--- src/rtl/lcd_pkg.sv ---
// Shared definitions for the HD44780 read/write engines.
// Timing defaults assume a 50 MHz CLK.
package lcd_pkg;

    typedef enum logic [2:0] {
        IDLE,
        SETUP,
        E_HIGH,
        HOLD,
        RECOVER
    } lcd_rd_state_t;

    localparam logic RS_INSTR   = 1'b0;
    localparam logic RS_DATA    = 1'b1;
    localparam int   LCD_BF_BIT = 7;

    localparam int LCD_T_AS_CYC    = 3;
    localparam int LCD_T_PW_CYC    = 25;
    localparam int LCD_T_H_CYC     = 2;
    localparam int LCD_T_CYCLE_CYC = 50;
    localparam int LCD_POLL_MAX    = 2000;

    // Recovery time pads the bus cycle out to the E-rise-to-E-rise minimum.
    function automatic int lcd_t_rec(input int cyc, input int as_c, input int pw, input int h);
        int r;
        r = cyc - as_c - pw - h;
        return (r < 1) ? 1 : r;
    endfunction

endpackage

--- src/rtl/lcd_reader_if.sv ---
// Host-side handshake between a requester and the LCD read engine.
interface lcd_reader_if;
    logic       req;
    logic       rs;
    logic       poll;
    logic       ready;
    logic       bus_busy;
    logic       rd_valid;
    logic [7:0] rd_data;
    logic       timeout;

    modport master (
        output req, rs, poll,
        input  ready, bus_busy, rd_valid, rd_data, timeout
    );

    modport slave (
        input  req, rs, poll,
        output ready, bus_busy, rd_valid, rd_data, timeout
    );
endinterface

--- src/rtl/lcd_phase_timer.sv ---
// Loadable down-counter; done is high during the last cycle of a loaded phase.
module lcd_phase_timer #(
    parameter int W = 6
) (
    input  logic         CLK,
    input  logic         RESET,
    input  logic         load,
    input  logic [W-1:0] load_val,
    output logic         done
);

    logic [W-1:0] cnt;

    always_ff @(posedge CLK or negedge RESET) begin
        if (!RESET)
            cnt <= '0;
        else if (load)
            cnt <= load_val;
        else if (cnt != '0)
            cnt <= cnt - 1'b1;
    end

    assign done = (cnt == W'(1));

endmodule

--- src/rtl/lcd_reader.sv ---
// Read-side engine for an 8-bit HD44780 bus: single BF/AC or data reads,
// plus optional busy-flag polling until BF clears or the poll limit is hit.
module lcd_reader
    import lcd_pkg::*;
#(
    parameter int T_AS_CYC    = LCD_T_AS_CYC,
    parameter int T_PW_CYC    = LCD_T_PW_CYC,
    parameter int T_H_CYC     = LCD_T_H_CYC,
    parameter int T_CYCLE_CYC = LCD_T_CYCLE_CYC,
    parameter int POLL_MAX    = LCD_POLL_MAX
) (
    input  logic              CLK,
    input  logic              RESET,
    lcd_reader_if.slave       bus,
    input  logic [7:0]        LCD_D_IN,
    output logic              LCD_RS,
    output logic              LCD_RW,
    output logic              LCD_E
);

    localparam int TW    = $clog2(T_CYCLE_CYC + 1);
    localparam int PCW   = $clog2(POLL_MAX + 1);
    localparam int T_REC = lcd_t_rec(T_CYCLE_CYC, T_AS_CYC, T_PW_CYC, T_H_CYC);

    localparam logic [TW-1:0]  L_AS   = TW'(T_AS_CYC);
    localparam logic [TW-1:0]  L_PW   = TW'(T_PW_CYC);
    localparam logic [TW-1:0]  L_H    = TW'(T_H_CYC);
    localparam logic [TW-1:0]  L_REC  = TW'(T_REC);
    localparam logic [PCW-1:0] P_LIM  = PCW'(POLL_MAX);

    lcd_rd_state_t  state, state_nxt;
    logic           tmr_ld, tmr_done;
    logic [TW-1:0]  tmr_val;
    logic           poll_q;
    logic [PCW-1:0] poll_cnt;
    logic [7:0]     rd_data_q;
    logic           rd_valid_q, timeout_q;
    logic           accept, sample, finish;

    lcd_phase_timer #(.W(TW)) u_tmr (
        .CLK      (CLK),
        .RESET    (RESET),
        .load     (tmr_ld),
        .load_val (tmr_val),
        .done     (tmr_done)
    );

    always_comb begin
        state_nxt = state;
        tmr_ld    = 1'b0;
        tmr_val   = '0;
        accept    = 1'b0;
        sample    = 1'b0;
        finish    = 1'b0;
        case (state)
            IDLE: if (bus.req) begin
                accept    = 1'b1;
                state_nxt = SETUP;
                tmr_ld    = 1'b1;
                tmr_val   = L_AS;
            end
            SETUP: if (tmr_done) begin
                state_nxt = E_HIGH;
                tmr_ld    = 1'b1;
                tmr_val   = L_PW;
            end
            E_HIGH: if (tmr_done) begin
                sample    = 1'b1;
                state_nxt = HOLD;
                tmr_ld    = 1'b1;
                tmr_val   = L_H;
            end
            HOLD: if (tmr_done) begin
                state_nxt = RECOVER;
                tmr_ld    = 1'b1;
                tmr_val   = L_REC;
            end
            RECOVER: if (tmr_done) begin
                // Counter is checked here, so it never passes POLL_MAX.
                if (poll_q && rd_data_q[LCD_BF_BIT] && (poll_cnt < P_LIM)) begin
                    state_nxt = SETUP;
                    tmr_ld    = 1'b1;
                    tmr_val   = L_AS;
                end else begin
                    state_nxt = IDLE;
                    finish    = 1'b1;
                end
            end
            default: state_nxt = IDLE;
        endcase
    end

    always_ff @(posedge CLK or negedge RESET) begin
        if (!RESET) begin
            state      <= IDLE;
            poll_q     <= 1'b0;
            poll_cnt   <= '0;
            rd_data_q  <= 8'h00;
            rd_valid_q <= 1'b0;
            timeout_q  <= 1'b0;
            LCD_RS     <= 1'b0;
            LCD_RW     <= 1'b0;
            LCD_E      <= 1'b0;
        end else begin
            state      <= state_nxt;
            rd_valid_q <= finish;
            timeout_q  <= finish & poll_q & rd_data_q[LCD_BF_BIT];
            // Pins follow the next state so they change cleanly on the edge.
            LCD_E      <= (state_nxt == E_HIGH);
            LCD_RW     <= (state_nxt != IDLE);
            if (accept) begin
                LCD_RS   <= bus.rs;
                poll_q   <= bus.poll & (bus.rs == RS_INSTR);
                poll_cnt <= '0;
            end
            if (sample) begin
                rd_data_q <= LCD_D_IN;
                poll_cnt  <= poll_cnt + 1'b1;
            end
        end
    end

    assign bus.ready    = (state == IDLE);
    assign bus.bus_busy = (state != IDLE);
    assign bus.rd_valid = rd_valid_q;
    assign bus.rd_data  = rd_data_q;
    assign bus.timeout  = timeout_q;

endmodule

--- src/flat_wrapper.sv ---
// flat-port wrapper written by rule: the top's interface ports become plain ports
module lcd_reader_flat import lcd_pkg::*;
#(
    parameter int T_AS_CYC    = LCD_T_AS_CYC,
    parameter int T_PW_CYC    = LCD_T_PW_CYC,
    parameter int T_H_CYC     = LCD_T_H_CYC,
    parameter int T_CYCLE_CYC = LCD_T_CYCLE_CYC,
    parameter int POLL_MAX    = LCD_POLL_MAX
)
  (CLK, RESET, LCD_D_IN, LCD_RS, LCD_RW, LCD_E, bus_req, bus_rs, bus_poll, bus_ready, bus_bus_busy, bus_rd_valid, bus_rd_data, bus_timeout);
  lcd_reader_if bus_i ();
  input  logic CLK;
  input  logic RESET;
  input  logic [7:0] LCD_D_IN;
  output logic LCD_RS;
  output logic LCD_RW;
  output logic LCD_E;
  input wire logic [$bits(bus_i.req)-1:0] bus_req;
  input wire logic [$bits(bus_i.rs)-1:0] bus_rs;
  input wire logic [$bits(bus_i.poll)-1:0] bus_poll;
  output wire logic [$bits(bus_i.ready)-1:0] bus_ready;
  output wire logic [$bits(bus_i.bus_busy)-1:0] bus_bus_busy;
  output wire logic [$bits(bus_i.rd_valid)-1:0] bus_rd_valid;
  output wire logic [$bits(bus_i.rd_data)-1:0] bus_rd_data;
  output wire logic [$bits(bus_i.timeout)-1:0] bus_timeout;
  assign bus_i.req = bus_req;
  assign bus_i.rs = bus_rs;
  assign bus_i.poll = bus_poll;
  assign bus_ready = bus_i.ready;
  assign bus_bus_busy = bus_i.bus_busy;
  assign bus_rd_valid = bus_i.rd_valid;
  assign bus_rd_data = bus_i.rd_data;
  assign bus_timeout = bus_i.timeout;
  lcd_reader #(.T_AS_CYC(T_AS_CYC), .T_PW_CYC(T_PW_CYC), .T_H_CYC(T_H_CYC), .T_CYCLE_CYC(T_CYCLE_CYC), .POLL_MAX(POLL_MAX)) u_core (.CLK(CLK), .RESET(RESET), .bus(bus_i), .LCD_D_IN(LCD_D_IN), .LCD_RS(LCD_RS), .LCD_RW(LCD_RW), .LCD_E(LCD_E));
endmodule
--- config.mk ---
export PLATFORM = sky130hd
export DESIGN_NAME = lcd_reader_flat
export DESIGN_NICKNAME = d
export VERILOG_FILES = /design/src/rtl/lcd_pkg.sv /design/src/rtl/lcd_reader_if.sv /design/src/rtl/lcd_phase_timer.sv /design/src/rtl/lcd_reader.sv /design/src/flat_wrapper.sv
export SDC_FILE = /design/constraint.sdc
export NUM_CORES = 1
export LEC_CHECK = 0
export BUFFER_PORTS_ARGS = -buffer_cell sky130_fd_sc_hd__buf_2
export CAP_MARGIN = 20
export CORE_AREA = 2 2 56 71
export DETAILED_ROUTE_END_ITERATION = 8
export DIE_AREA = 0 0 58 73
export PLACE_DENSITY_LB_ADDON = 0.05
export SETUP_SLACK_MARGIN = 0.1
export SLEW_MARGIN = 10
export SYNTH_ARGS = -nofsm -noshare
export SYNTH_HDL_FRONTEND = slang
export SYNTH_SLANG_ARGS = --single-unit
--- constraint.sdc ---
create_clock -name CLK -period 3 [get_ports CLK]
set_clock_uncertainty 0.05 [all_clocks]
set_input_delay 0.15 -clock CLK [delete_from_list [all_inputs] [get_ports CLK]]
set_output_delay 0.15 -clock CLK [all_outputs]
set_load 0.05 [all_outputs]
==> qor.yml <==
grt_first_pass_wirelength_um: 5980
wl_per_cell_um: 15.0
place_area_um2: 1890
drive_gt1_frac: 0.214
wl_um: 3490
yosys-top-cells-count: "dfrtp_1 (34), nand2_1 (16), mux2_1 (8)"
diodes: 0
total_power_uw: 861
ant_nets: 0
initialDrtViolationCount: 83
track_usage: 0.189
critical_path_class: "reg -> reg"
num-fill-cells: 340
yosys.cell_count.top_type: "dfrtp_1"
worstPathRequired_ps: 3160
cts_tree: "built"
hold_path_depth: 3
via_per_inst: 5.88
syn_inst: 162
synth_flop_cell: "dfrtp_1"
ys_warn_count: 0
clk_pin_slew_ps: 70
vias: 1364
h-tree-depth: 2
crit_path_end_kind: "register"
slew_violations: 0
cp_max_fo: 15
cts-resized-gates: 0
place.gp.congestion: 0.799
hold_violations: 0
period_share: 0.709
rsz0062_at_grt: "no"
synth-async-reset-ratio: 1.00
fmax_mhz: 470
dp_hpwl_um: 2570
cts_setup_buffers: 0
ys_seq_area_frac: 0.491
antenna_found_initial: 0
clk_latency_ps: 280
synth_top_area_cell: "dfrtp_1"
die_w_um: 58
grt_max_degree: 35
core_area_um2: 3630
io_pins: 28
die_area_um2: 4230
outcome: "complete, no violations"
ctsHoldBuffers: 1
setup_viol: 0
tns_ps: 0
clockRootBuffer: "clkbuf_8"
arrival_ps: 2280
portBuffers: 27
cts-buffers-inserted: 5
overflow: 0
fin_crit_ps: 2130
synth_top_area_frac: 0.491
start_util: 0.478
nets: 208
max_slew_margin: 0.509
rows: 25
worst_pin_slew_ps: 736
ys_ff_latch: 34
p_leak_uw: 0.000858
grt_pass1_vias: 1303
synth_nets: 179
drc: 0
drtPass1Iterations: 5
finalInstanceArea_um2: 1990
area_delta_synth_final_pct: 15.0
synth_edf_count: 0
synth.distinct_cells: 45
worst-r2r-cell-count: 4
hp-class: "in -> reg"
synth_area_leaders: "dfrtp_1 (49%), mux2_1 (5.2%), nand2_1 (3.5%)"
maxCapViolCount: 0
cts.sinks: 34
die_h_um: 73
cts.path.max_buffers: 2
worst_setup_path_start_kind: "register"
pwr_density_cell_nw_per_um2: 432
syn_area_um2: 1730
synth.avg_cell_area_um2: 10.7
irDropWorstVdd_mv: 0.309
-- power by group --
part           switching [uW]  internal, uW
clock                     159           185
combinational            35.5          14.3
sequential               3.22           464
total                     197           664
-- worst max-delay path, stage by stage, from the launching register on --
cell,delay [ps]
dfrtp_1,500
or4b_1,830
o41a_1,270
o21ai_1,200
a2bb2oi_1,200
-- stage by stage --
| step | utilization | hold slack (ps) | worst slack, ps | instances |
|---|---|---|---|---|
| final | 0.550 | 24.6 | 873 | 232 |
| after global routing | 0.550 | 27.5 | 782 | 232 |
| after CTS | 0.550 | 17.1 | 869 | 232 |
| after detailed placement | 0.522 | 220 | 888 | 223 |
| after global placement | 0.522 | 206 | 963 | 223 |
| after floorplan | - | -196 | 961 | 162 |
-- registers in the layout (all words and copies together) (netlist names) --
signal,cells
u_core.bus.rd_data,8
u_core.u_tmr.cnt,6
u_core.bus.timeout,1
u_core.LCD_RW,1
u_core.LCD_RS,1
u_core.poll_q,1
u_core.LCD_E,1
u_core.bus.rd_valid,1
u_core.poll_cnt,11
u_core.state,3
-- metal layers --
metal,GRT usage,part of all wire,vias to the layer above
met5,0,0,-
met4,0.0853,0.026,0
met3,0.0479,0.037,11
met2,0.336,0.52,29
met1,0.209,0.42,663
li1,-,-,661
-- final cells by class --
| type | count | area [um^2] | area share |
|---|---|---|---|
| Sequential cell | 34 | 851 | 0.427 |
| Clock buffer | 7 | 86.3 | 0.0433 |
| Multi-Input combinational cell | 115 | 827 | 0.415 |
| Inverter | 6 | 22.5 | 0.0113 |
| Timing Repair Buffer | 29 | 153 | 0.0765 |
| Tap cell | 40 | 50.0 | 0.0251 |
| Clock inverter | 1 | 5.00 | 0.00251 |
-- worst paths after layout --
path | slack [ps] | start | to
min in group asynchronous | 420 | RESET | u_core.bus.rd_data[1]$_DFFE_PN0P_
worst min register to register | 420 | u_core.poll_cnt[10]$_DFFE_PN0P_ | u_core.poll_cnt[10]$_DFFE_PN0P_
max in group asynchronous | 2010 | RESET | u_core.u_tmr.cnt[3]$_DFFE_PN0P_
worst max register to register | 870 | u_core.state[2]$_DFF_PN0_ | u_core.u_tmr.cnt[4]$_DFFE_PN0P_
worst max-delay path | 870 | u_core.state[2]$_DFF_PN0_ | u_core.u_tmr.cnt[4]$_DFFE_PN0P_
worst min-delay path | 20 | bus_rs | u_core.LCD_RS$_DFFE_PN0P_
-- cell usage in the layout (no fill, tap or decap), drive strengths merged, types with 3 or more instances in the layout --
cell type / instances
dfrtp: 34
buf: 28
nand2: 16
mux2: 8
o21ai: 8
clkbuf: 7
inv: 6
o211ai: 6
a21oi: 6
nor2: 5
nand3: 5
o31ai: 4
ha: 4
nor3: 4
or4: 4
nand4: 3
and3: 3
nand4b: 3
mux2i: 3
nand2b: 3
a31o: 3
-- cells by family (layout without fill, tap and decap cells) --
| family | after synthesis | count (layout) | synth area share |
|---|---|---|---|
| compound gates | 39 | 39 | 0.160 |
| xor+xnor | 3 | 3 | 0.0152 |
| fa+ha+maj | 4 | 4 | 0.0289 |
| buf+inv | 13 | 43 | 0.0325 |
| flops | 34 | 34 | 0.491 |
| mux | 11 | 11 | 0.0693 |
| simple gates | 58 | 58 | 0.203 |
No activity file was read; power rests on OpenSTA's default activity.
